--- config.mk ---
export PLATFORM = sky130hd
export DESIGN_NAME = net_tx_arbiter
export DESIGN_NICKNAME = d
export VERILOG_FILES = /design/src/rtl/net_tx_arbiter.sv
export SDC_FILE = /design/constraint.sdc
export NUM_CORES = 1
export LEC_CHECK = 0
export CORE_AREA = 2 2 134 136
export DETAILED_ROUTE_END_ITERATION = 16
export DIE_AREA = 0 0 136 138
export PLACE_DENSITY = 0.66
export REMOVE_ABC_BUFFERS = 1
export SLEW_MARGIN = 10
export SYNTH_ARGS = -nofsm -noshare
export SYNTH_HDL_FRONTEND = slang
export SYNTH_SLANG_ARGS = --single-unit
--- constraint.sdc ---
create_clock -name clk -period 3.7 [get_ports clk]
set_input_delay 0.74 -clock clk [delete_from_list [all_inputs] [get_ports clk]]
set_output_delay 0.74 -clock clk [all_outputs]
set_load 0.02 [all_outputs]
--- src/rtl/net_tx_arbiter.sv ---
// net_tx_arbiter
//   Packet-granular round-robin arbiter that shares one TX packet interface
//   among PORTS FIFO-style requesters. A grant is held from the first word of
//   a packet up to and including its end word, so packets never interleave.
//   The output is a single registered stage (first-word-fall-through style)
//   in the tx_clk domain.
//
//   Optional feature: define NET_TX_ARB_STATS_EN to add the pkt_count port
//   with one wrapping CNT_W-bit completed-packet counter per requester.
//
// Ports
//   clk        tx_clk domain clock
//   rst_n      asynchronous active-low reset
//   in_nempty  requester i has a word available
//   in_data    requester i word, slice [i*BITS +: BITS]
//   in_end     requester i word is the last of its packet
//   in_pop     pop strobe to requester i (one-hot or zero)
//   out_nempty output register holds a valid word
//   out_data   output word
//   out_end    output word is a packet end
//   out_pop    downstream consumes the output word (ignored while empty)
//   grant      index of the current / last granted port
//   busy       arbiter is forwarding a packet
//   pkt_count  completed packets per port, slice [i*CNT_W +: CNT_W]
//              (NET_TX_ARB_STATS_EN only)

module net_tx_arbiter #(
  parameter  int PORTS = 4,
  parameter  int BITS  = 64,
  parameter  int CNT_W = 16,
  localparam int GW    = (PORTS > 1) ? $clog2(PORTS) : 1
) (
  input  logic                   clk,
  input  logic                   rst_n,
  input  logic [PORTS-1:0]       in_nempty,
  input  logic [PORTS*BITS-1:0]  in_data,
  input  logic [PORTS-1:0]       in_end,
  output logic [PORTS-1:0]       in_pop,
  output logic                   out_nempty,
  output logic [BITS-1:0]        out_data,
  output logic                   out_end,
  input  logic                   out_pop,
  output logic [GW-1:0]          grant,
  output logic                   busy
`ifdef NET_TX_ARB_STATS_EN
  ,
  output logic [PORTS*CNT_W-1:0] pkt_count
`endif
);

  localparam int unsigned NP = PORTS;

  if (PORTS < 1 || PORTS > 16 || BITS < 1 || CNT_W < 1) begin : g_param_check
    $error("net_tx_arbiter: parameter out of range");
  end

  typedef enum logic {
    IDLE,
    GRANT
  } state_t;

  state_t          state;
  state_t          state_nxt;
  logic [GW-1:0]   grant_nxt;
  logic [GW-1:0]   cand;
  logic            found;
  logic            accept;
  logic            xfer;
  logic [BITS-1:0] sel_data;

  // State register
  always_ff @(posedge clk or negedge rst_n) begin
    if (!rst_n) begin
      state <= IDLE;
      grant <= GW'(PORTS - 1);
    end else begin
      state <= state_nxt;
      grant <= grant_nxt;
    end
  end

  // Next-state logic. In IDLE the search starts one past the last grant,
  // which is what produces the round-robin rotation.
  always_comb begin
    state_nxt = state;
    grant_nxt = grant;
    cand      = '0;
    found     = 1'b0;
    case (state)
      IDLE: begin
        for (int unsigned k = 1; k <= NP; k++) begin
          cand = GW'((32'(grant) + k) % NP);
          if (!found && in_nempty[cand]) begin
            found     = 1'b1;
            grant_nxt = cand;
            state_nxt = GRANT;
          end
        end
      end
      GRANT: begin
        if (xfer && in_end[grant]) begin
          state_nxt = IDLE;
        end
      end
      default: state_nxt = IDLE;
    endcase
  end

  // Outputs. in_pop is combinational from out_pop so the output register can
  // be refilled in the same cycle it is drained.
  always_comb begin
    accept         = !out_nempty || out_pop;
    xfer           = (state == GRANT) && in_nempty[grant] && accept;
    in_pop         = '0;
    in_pop[grant]  = xfer;
    busy           = (state == GRANT);
    sel_data       = in_data[int'(grant)*BITS +: BITS];
  end

  // Registered output stage
  always_ff @(posedge clk or negedge rst_n) begin
    if (!rst_n) begin
      out_nempty <= 1'b0;
      out_data   <= '0;
      out_end    <= 1'b0;
    end else if (xfer) begin
      out_data   <= sel_data;
      out_end    <= in_end[grant];
      out_nempty <= 1'b1;
    end else if (out_pop) begin
      out_nempty <= 1'b0;
    end
  end

`ifdef NET_TX_ARB_STATS_EN
  always_ff @(posedge clk or negedge rst_n) begin
    if (!rst_n) begin
      pkt_count <= '0;
    end else begin
      for (int unsigned i = 0; i < NP; i++) begin
        if (in_pop[i] && in_end[i]) begin
          pkt_count[i*CNT_W +: CNT_W] <= pkt_count[i*CNT_W +: CNT_W] + CNT_W'(1);
        end
      end
    end
  end
`endif

endmodule

==> impl_metrics.env, run 1 <==
export IMPL_status="finished clean"
export IMPL_drive_above_1_share_pct=26.5
export IMPL_die_h_um=138
export IMPL_ant_nets=0
export IMPL_dpl_hpwl_mm=12.7
export IMPL_crit_path_max_fanout=6
export IMPL_sw_frac_of_total_pct=36.4
export IMPL_initial_core_util_pct=25.1
export IMPL_drt_pass1_iterations=4
export IMPL_final_nets=867
export IMPL_antenna_cells=0
export IMPL_finalPower_mw=6.12
export IMPL_clkPwrFrac_pct=13.7
export IMPL_worst_setup_path_start_kind="input pin"
export IMPL_cp_arrival_ns=2.58
export IMPL_power_per_cell_area_nw_per_um2=740
export IMPL_drt_initial_drc_count=102
export IMPL_r2r_start="grant[1]"
export IMPL_setup_viol=0
export IMPL_grt_usage_pct=16.6
export IMPL_clock_sinks=69
export IMPL_final_util_pct=47.2
export IMPL_power_frac_seq_pct=22.7
export IMPL_cts_root_buf="clkbuf_16"
export IMPL_finalWirelength_mm=15.8
export IMPL_vias_per_cell=4.61
export IMPL_cp_end_kind="output pin"
export IMPL_grt_first_pass_wirelength_mm=23.7
export IMPL_clk_pin_slew_ns=0.05
export IMPL_hold_worst_slack_ns=0.480
export IMPL_avgRoutedWirePerCell_um=19.0
export IMPL_antenna_found_initial=0
export IMPL_grt_setup_unrepaired="false"
export IMPL_place_congestion=0.810
export IMPL_p_sw_mw=2.23
export IMPL_first_global_vias=4299
export IMPL_slew_headroom_pct=41.4
export IMPL_clkLatencyLatePin_ns=0.33
export IMPL_crit_start="in_nempty[3]"
export IMPL_ctsResizeCount=0
export IMPL_crit_required_ns=2.96
export IMPL_synth_warnings=0
export IMPL_synth_seq_cells=69
export IMPL_power_internal_mw=3.89
export IMPL_leakagePower_nw=3.14
export IMPL_route_vias_total=3821
export IMPL_path_class="input pin to output pin"
export IMPL_syn_area_per_cell_sq_um=16.8
export IMPL_hold_start="out_end"
export IMPL_grt_remaining_overflow=0
export IMPL_row_count=49
export IMPL_synthCells=263
export IMPL_fp_coreArea_sq_um=17500
export IMPL_max_cap_violations=0
export IMPL_max_freq_ghz=0.302
export IMPL_hold_class="flip-flop to flip-flop"
export IMPL_hold_viol_final=0
export IMPL_design_die_area_sq_um=18800
export IMPL_ios=340
export IMPL_grt_max_degree=70
export IMPL_period_share_pct=89.6
export IMPL_drv_slew=0
export IMPL_peakVddDrop_v=0.000578
export IMPL_cts_tree="built"
export IMPL_syn_cell_area_sq_um=4410
export IMPL_port_buffers=339
export IMPL_cts_max_level=3
export IMPL_worst_pin_slew_ns=0.879
export IMPL_cts_buffer_depth=2
export IMPL_drc=0
export IMPL_synth_distinct_cells=27
export IMPL_fin_crit_ns=3.32
export IMPL_fin_skew_ns=0.00450
export IMPL_yosysSeqAreaShare_pct=39.3
export IMPL_cts_setup_buffers=0
export IMPL_numCtsBuffers=9
export IMPL_comb_power_share_pct=63.6
export IMPL_syn2layout_area_growth_pct=87.8
export IMPL_timing_setup_tns_ns=0
export IMPL_die_w_um=136
export IMPL_ctsHoldBuffers=0
==> cell usage in the layout, fill, tap and decap left out <==
master,count
nand3_4,1
xnor2_1,1
buf_4,7
clkdlybuf4s50_1,338
dfstp_4,2
nor2b_1,2
clkbuf_16,9
mux2i_1,2
a21oi_1,2
nand2b_1,1
clkinvlp_4,2
bufinv_16,1
clkinv_2,2
o31a_1,1
ha_1,4
o21ai_0,1
a21o_1,1
mux4_2,69
inv_6,1
nor3_1,1
dfrtp_1,67
o21bai_1,1
inv_1,7
mux2_2,65
nor2_1,7
nand2_1,2
a31oi_1,1
a211oi_1,1
o21ai_1,1
==> cell type report <==
cell class                      instances  area [sq um]
Tap cell                              229           287
Fill cell                            1565          9260
Timing Repair Buffer                  345          3440
Inverter                                7          26.3
Multi-Input combinational cell        164          2500
Sequential cell                        69          1740
Clock inverter                          6          63.8
Clock buffer                            9           225
==> layer usage <==
| layer | routed length [um] | share of wire (%) | GRT usage (%) |
|---|---|---|---|
| met2 | 8400 | 53 | 30.4 |
| met5 | 0 | 0 | 0 |
| met4 | 239 | 1.5 | 4.93 |
| met1 | 5930 | 38 | 18.9 |
| met3 | 1220 | 7.7 | 4.29 |
==> final timing paths <==
check,cells past startpoint,end,slack [ns]
min,1,out_end,0.48
min in group asynchronous,1,out_data[36],0.53
max,5,in_pop[3],0.38
min reg2reg,1,out_end,0.48
max reg2reg,6,grant[1],1.14
max in group asynchronous,1,out_data[60],2.61
==> cell usage after synthesis <==
library cell   n  area [sq um]
mux4_2        69          1550
dfrtp_1       67          1680
mux2_2        65           732
buf_2          8          40.0
buf_6          7          78.8
inv_1          7          26.3
nor2_1         7          26.3
clkbuf_1       6          22.5
ha_1           4          50.1
a21oi_1        2          10.0
dfstp_2        2          52.6
mux2i_1        2          20.0
nand2_1        2          7.51
nor2b_1        2          12.5
a211oi_1       1          7.51
a21o_1         1          7.51
a31oi_1        1          6.26
buf_1          1          3.75
buf_4          1          7.51
nand2b_1       1          6.26
nand3_4        1          17.5
nor3_1         1          5.00
o21ai_0        1          5.00
o21ai_1        1          5.00
o21bai_1       1          7.51
o31a_1         1          8.76
xnor2_1        1          8.76
==> stage by stage <==
step / worst slack [ns] / cells / cell area (sq um)
2_1_floorplan: -0.639 / 240 / 4250
3_3_place_gp: 0.404 / 814 / 7980
3_5_place_dp: 0.366 / 814 / 7980
4_1_cts: 0.366 / 829 / 8270
5_1_grt: 0.313 / 829 / 8270
6_report: 0.383 / 829 / 8270
==> registers in the layout (all words and copies together) (netlist names) <==
name / cells
out_data: 64
out_nempty: 1
out_end: 1
grant: 2
busy: 1
==> cells by family (layout without fill, tap and decap cells) <==
| logic type | count (synthesis) | after routing | synth area share, % |
|---|---|---|---|
| muxes | 136 | 136 | 52.3 |
| xor gates and xnor gates | 1 | 1 | 0.199 |
| adders and majority gates | 4 | 4 | 1.14 |
| AOI/OAI and AO/OA | 9 | 9 | 1.31 |
| buffers and inverters | 30 | 367 | 4.06 |
| DFF | 69 | 69 | 39.3 |
| and+or+nand+nor | 14 | 14 | 1.70 |
==> worst max-delay path, cell delays in order <==
cell             delay, ns
clkdlybuf4s50_1       0.49
mux4_2                0.56
nand3_4               0.15
nor2_1                0.06
clkdlybuf4s50_1       0.57
==> power by group through the flow <==
stage | sequential, mW | combinational (mW) | clock, mW
6_report | 1.39 | 3.89 | 0.841
2_1_floorplan | 2.13 | 1.65 | 0
5_1_grt | 1.44 | 4.16 | 0.916
3_3_place_gp | 1.38 | 3.91 | 0
3_5_place_dp | 1.40 | 3.96 | 0
4_1_cts | 1.39 | 3.97 | 0.877
Power figures use the tool's default switching activity.
==> inputs of run 2 (changes only) <==
- ABC_AREA: unset -> 1
- CORE_AREA: 2 2 134 136 -> 2 2 131 133
- DIE_AREA: 0 0 136 138 -> 0 0 133 135
- PLACE_DENSITY: 0.66 -> 0.71
==> impl_metrics.env, run 2 <==
export IMPL_synth_distinct_cells=21
export IMPL_yosysSeqAreaShare_pct=36.1
export IMPL_finalWirelength_mm=19.9
export IMPL_synth_common_cells="nand2_1, nor2_1, o21ai_0, nand3_1, dfrtp_1"
export IMPL_row_count=47
export IMPL_fin_crit_ns=3.37
export IMPL_grt_remaining_overflow=0
export IMPL_worst_setup_path_start_kind="input pin"
export IMPL_synth_seq_cells=69
export IMPL_leakagePower_nw=3.66
export IMPL_design_die_area_sq_um=18000
export IMPL_reg_largest_list="out_data (64), grant (2)"
export IMPL_ios=340
export IMPL_async_flop_share_pct=100
export IMPL_power_per_cell_area_nw_per_um2=787
export IMPL_synth_most_common_cell="nand2_1"
export IMPL_synthFlopType="dfrtp_1"
export IMPL_syn2layout_area_growth_pct=77.4
export IMPL_synth_edf_count=0
export IMPL_drt_pass1_iterations=5
export IMPL_hold_class="flip-flop to flip-flop"
export IMPL_peakVddDrop_v=0.000446
export IMPL_grt_first_pass_wirelength_mm=31.7
export IMPL_r2r_setup_slack_ns=1.47
export IMPL_grt_usage_pct=21.9
export IMPL_final_nets=1299
export IMPL_setup_viol=0
export IMPL_grt_setup_unrepaired="false"
export IMPL_yosys_area_top_type="dfrtp_1"
export IMPL_drv_slew=0
export IMPL_route_vias_total=6207
export IMPL_clk_pin_slew_ns=0.05
export IMPL_fin_area_sq_um=8510
export IMPL_worst_pin_slew_ns=0.888
export IMPL_period_share_pct=91.1
export IMPL_fp_coreArea_sq_um=16400
export IMPL_crit_required_ns=2.96
export IMPL_fill_cells=1653
export IMPL_status="finished clean"
export IMPL_initial_core_util_pct=29.2
export IMPL_grt_max_degree=70
export IMPL_max_cap_violations=0
export IMPL_clkLatencyLatePin_ns=0.32
export IMPL_synthCells=729
export IMPL_layout_cells_non_filler=1252
export IMPL_max_freq_ghz=0.297
export IMPL_avgRoutedWirePerCell_um=15.9
export IMPL_die_w_um=133
export IMPL_yosys_top_cells_area="dfrtp_1, o21ai_0, nand2_1"
export IMPL_ant_nets=0
export IMPL_top_register="out_data"
export IMPL_cts_root_buf="clkbuf_16"
export IMPL_dp_cells=1237
export IMPL_layout_commonest_cell="clkdlybuf4s50_1"
export IMPL_dpl_hpwl_mm=14.8
export IMPL_multiInputGateArea_sq_um=2670
export IMPL_syn_cell_area_sq_um=4800
export IMPL_port_buffers=339
export IMPL_cts_tree="built"
export IMPL_drive_above_1_share_pct=3.78
export IMPL_slew_headroom_pct=40.8
export IMPL_ctsResizeCount=0
export IMPL_vias_per_cell=4.96
export IMPL_ctsHoldBuffers=0
export IMPL_largest_reg_flops=64
export IMPL_layout_common_cells="clkdlybuf4s50_1, nand2_1, nor2_1"
export IMPL_cp_arrival_ns=2.63
export IMPL_netlist_area_leader_share_pct=35.0
export IMPL_clock_sinks=69
export IMPL_die_h_um=135
export IMPL_antenna_cells=0
export IMPL_path_class="input pin to output pin"
export IMPL_numCtsBuffers=9
export IMPL_ff_latch_area_sq_um=1730
export IMPL_synth_warnings=0
export IMPL_cts_setup_buffers=0
export IMPL_finalPower_mw=6.69
export IMPL_fin_skew_ns=0.00697
export IMPL_final_util_pct=51.9
export IMPL_cts_max_level=3
export IMPL_drt_initial_drc_count=261
export IMPL_antenna_found_initial=0
export IMPL_crit_path_max_fanout=7
export IMPL_cts_buffer_depth=2
export IMPL_syn_area_per_cell_sq_um=6.58
export IMPL_hold_viol_final=0
export IMPL_cp_end_kind="output pin"
export IMPL_drc=0
export IMPL_place_area_sq_um=8230
export IMPL_first_global_vias=6294
export IMPL_place_congestion=0.830
==> run 2: final timing paths <==
check	start	endpoint	cells past startpoint
max	in_nempty[2]	in_pop[2]	10
min	out_data[13]	out_data[13]	2
max reg2reg	grant[0]	grant[1]	10
min reg2reg	out_data[13]	out_data[13]	2
max in group asynchronous	rst_n	out_data[31]	1
min in group asynchronous	rst_n	out_data[63]	1
==> run 2: logic make-up (layout without fill, tap and decap cells) <==
family | after synthesis | in the layout | share of synthesized area [%]
and+or+nand+nor | 380 | 380 | 32.3
AOI/OAI and AO/OA | 196 | 196 | 22.2
buffers and inverters | 80 | 383 | 8.40
DFF | 69 | 69 | 36.1
adders and majority gates | 4 | 4 | 1.04
==> run 2: through the flow <==
| step | setup WS (ns) | setup TNS [ns] | hold slack [ns] |
|---|---|---|---|
| global route | 0.200 | 0 | 0.489 |
| detailed placement | 0.337 | 0 | 0.457 |
| CTS | 0.336 | 0 | 0.470 |
| floorplan | -2.18 | -93.12 | 0.444 |
| finish | 0.329 | 0 | 0.465 |
| global placement | 0.372 | 0 | 0.452 |
==> run 2: cell type report <==
cell class,instances,share of cell area [%]
Timing Repair Buffer,353,41.1
Multi-Input combinational cell,580,31.3
Sequential cell,69,20.4
Tap cell,220,3.24
Clock buffer,14,3.22
Inverter,15,0.691
Clock inverter,1,0.0588
==> run 2: critical path, stage by stage <==
cell,delay (ns)
clkdlybuf4s50_1,0.48
inv_1,0.04
nand2_1,0.07
nand2_1,0.08
nand2_1,0.07
nand2_2,0.08
nor2_4,0.10
nand2_2,0.17
nor2_1,0.18
clkdlybuf4s50_1,0.62
==> run 2: per-layer routing <==
metal,routed length (um),global-route usage [%]
met2,9500,37.8
met1,8200,26.1
met4,641,9.02
met3,1570,5.52
met5,0,0
==> run 2: power by group <==
group	total [mW]	internal, mW	leakage [nW]	switching (mW)
Sequential	1.36	1.16	0.842	0.201
Clock	0.803	0.504	0.139	0.299
Combinational	4.53	1.77	2.67	2.76
Total	6.69	3.44	3.66	3.26
==> inputs of run 3 (changes only) <==
- CTS_CLUSTER_DIAMETER: unset -> 40
==> results of run 3 <==
No change in the layout: final DEF, timing and power equal those of run 2.
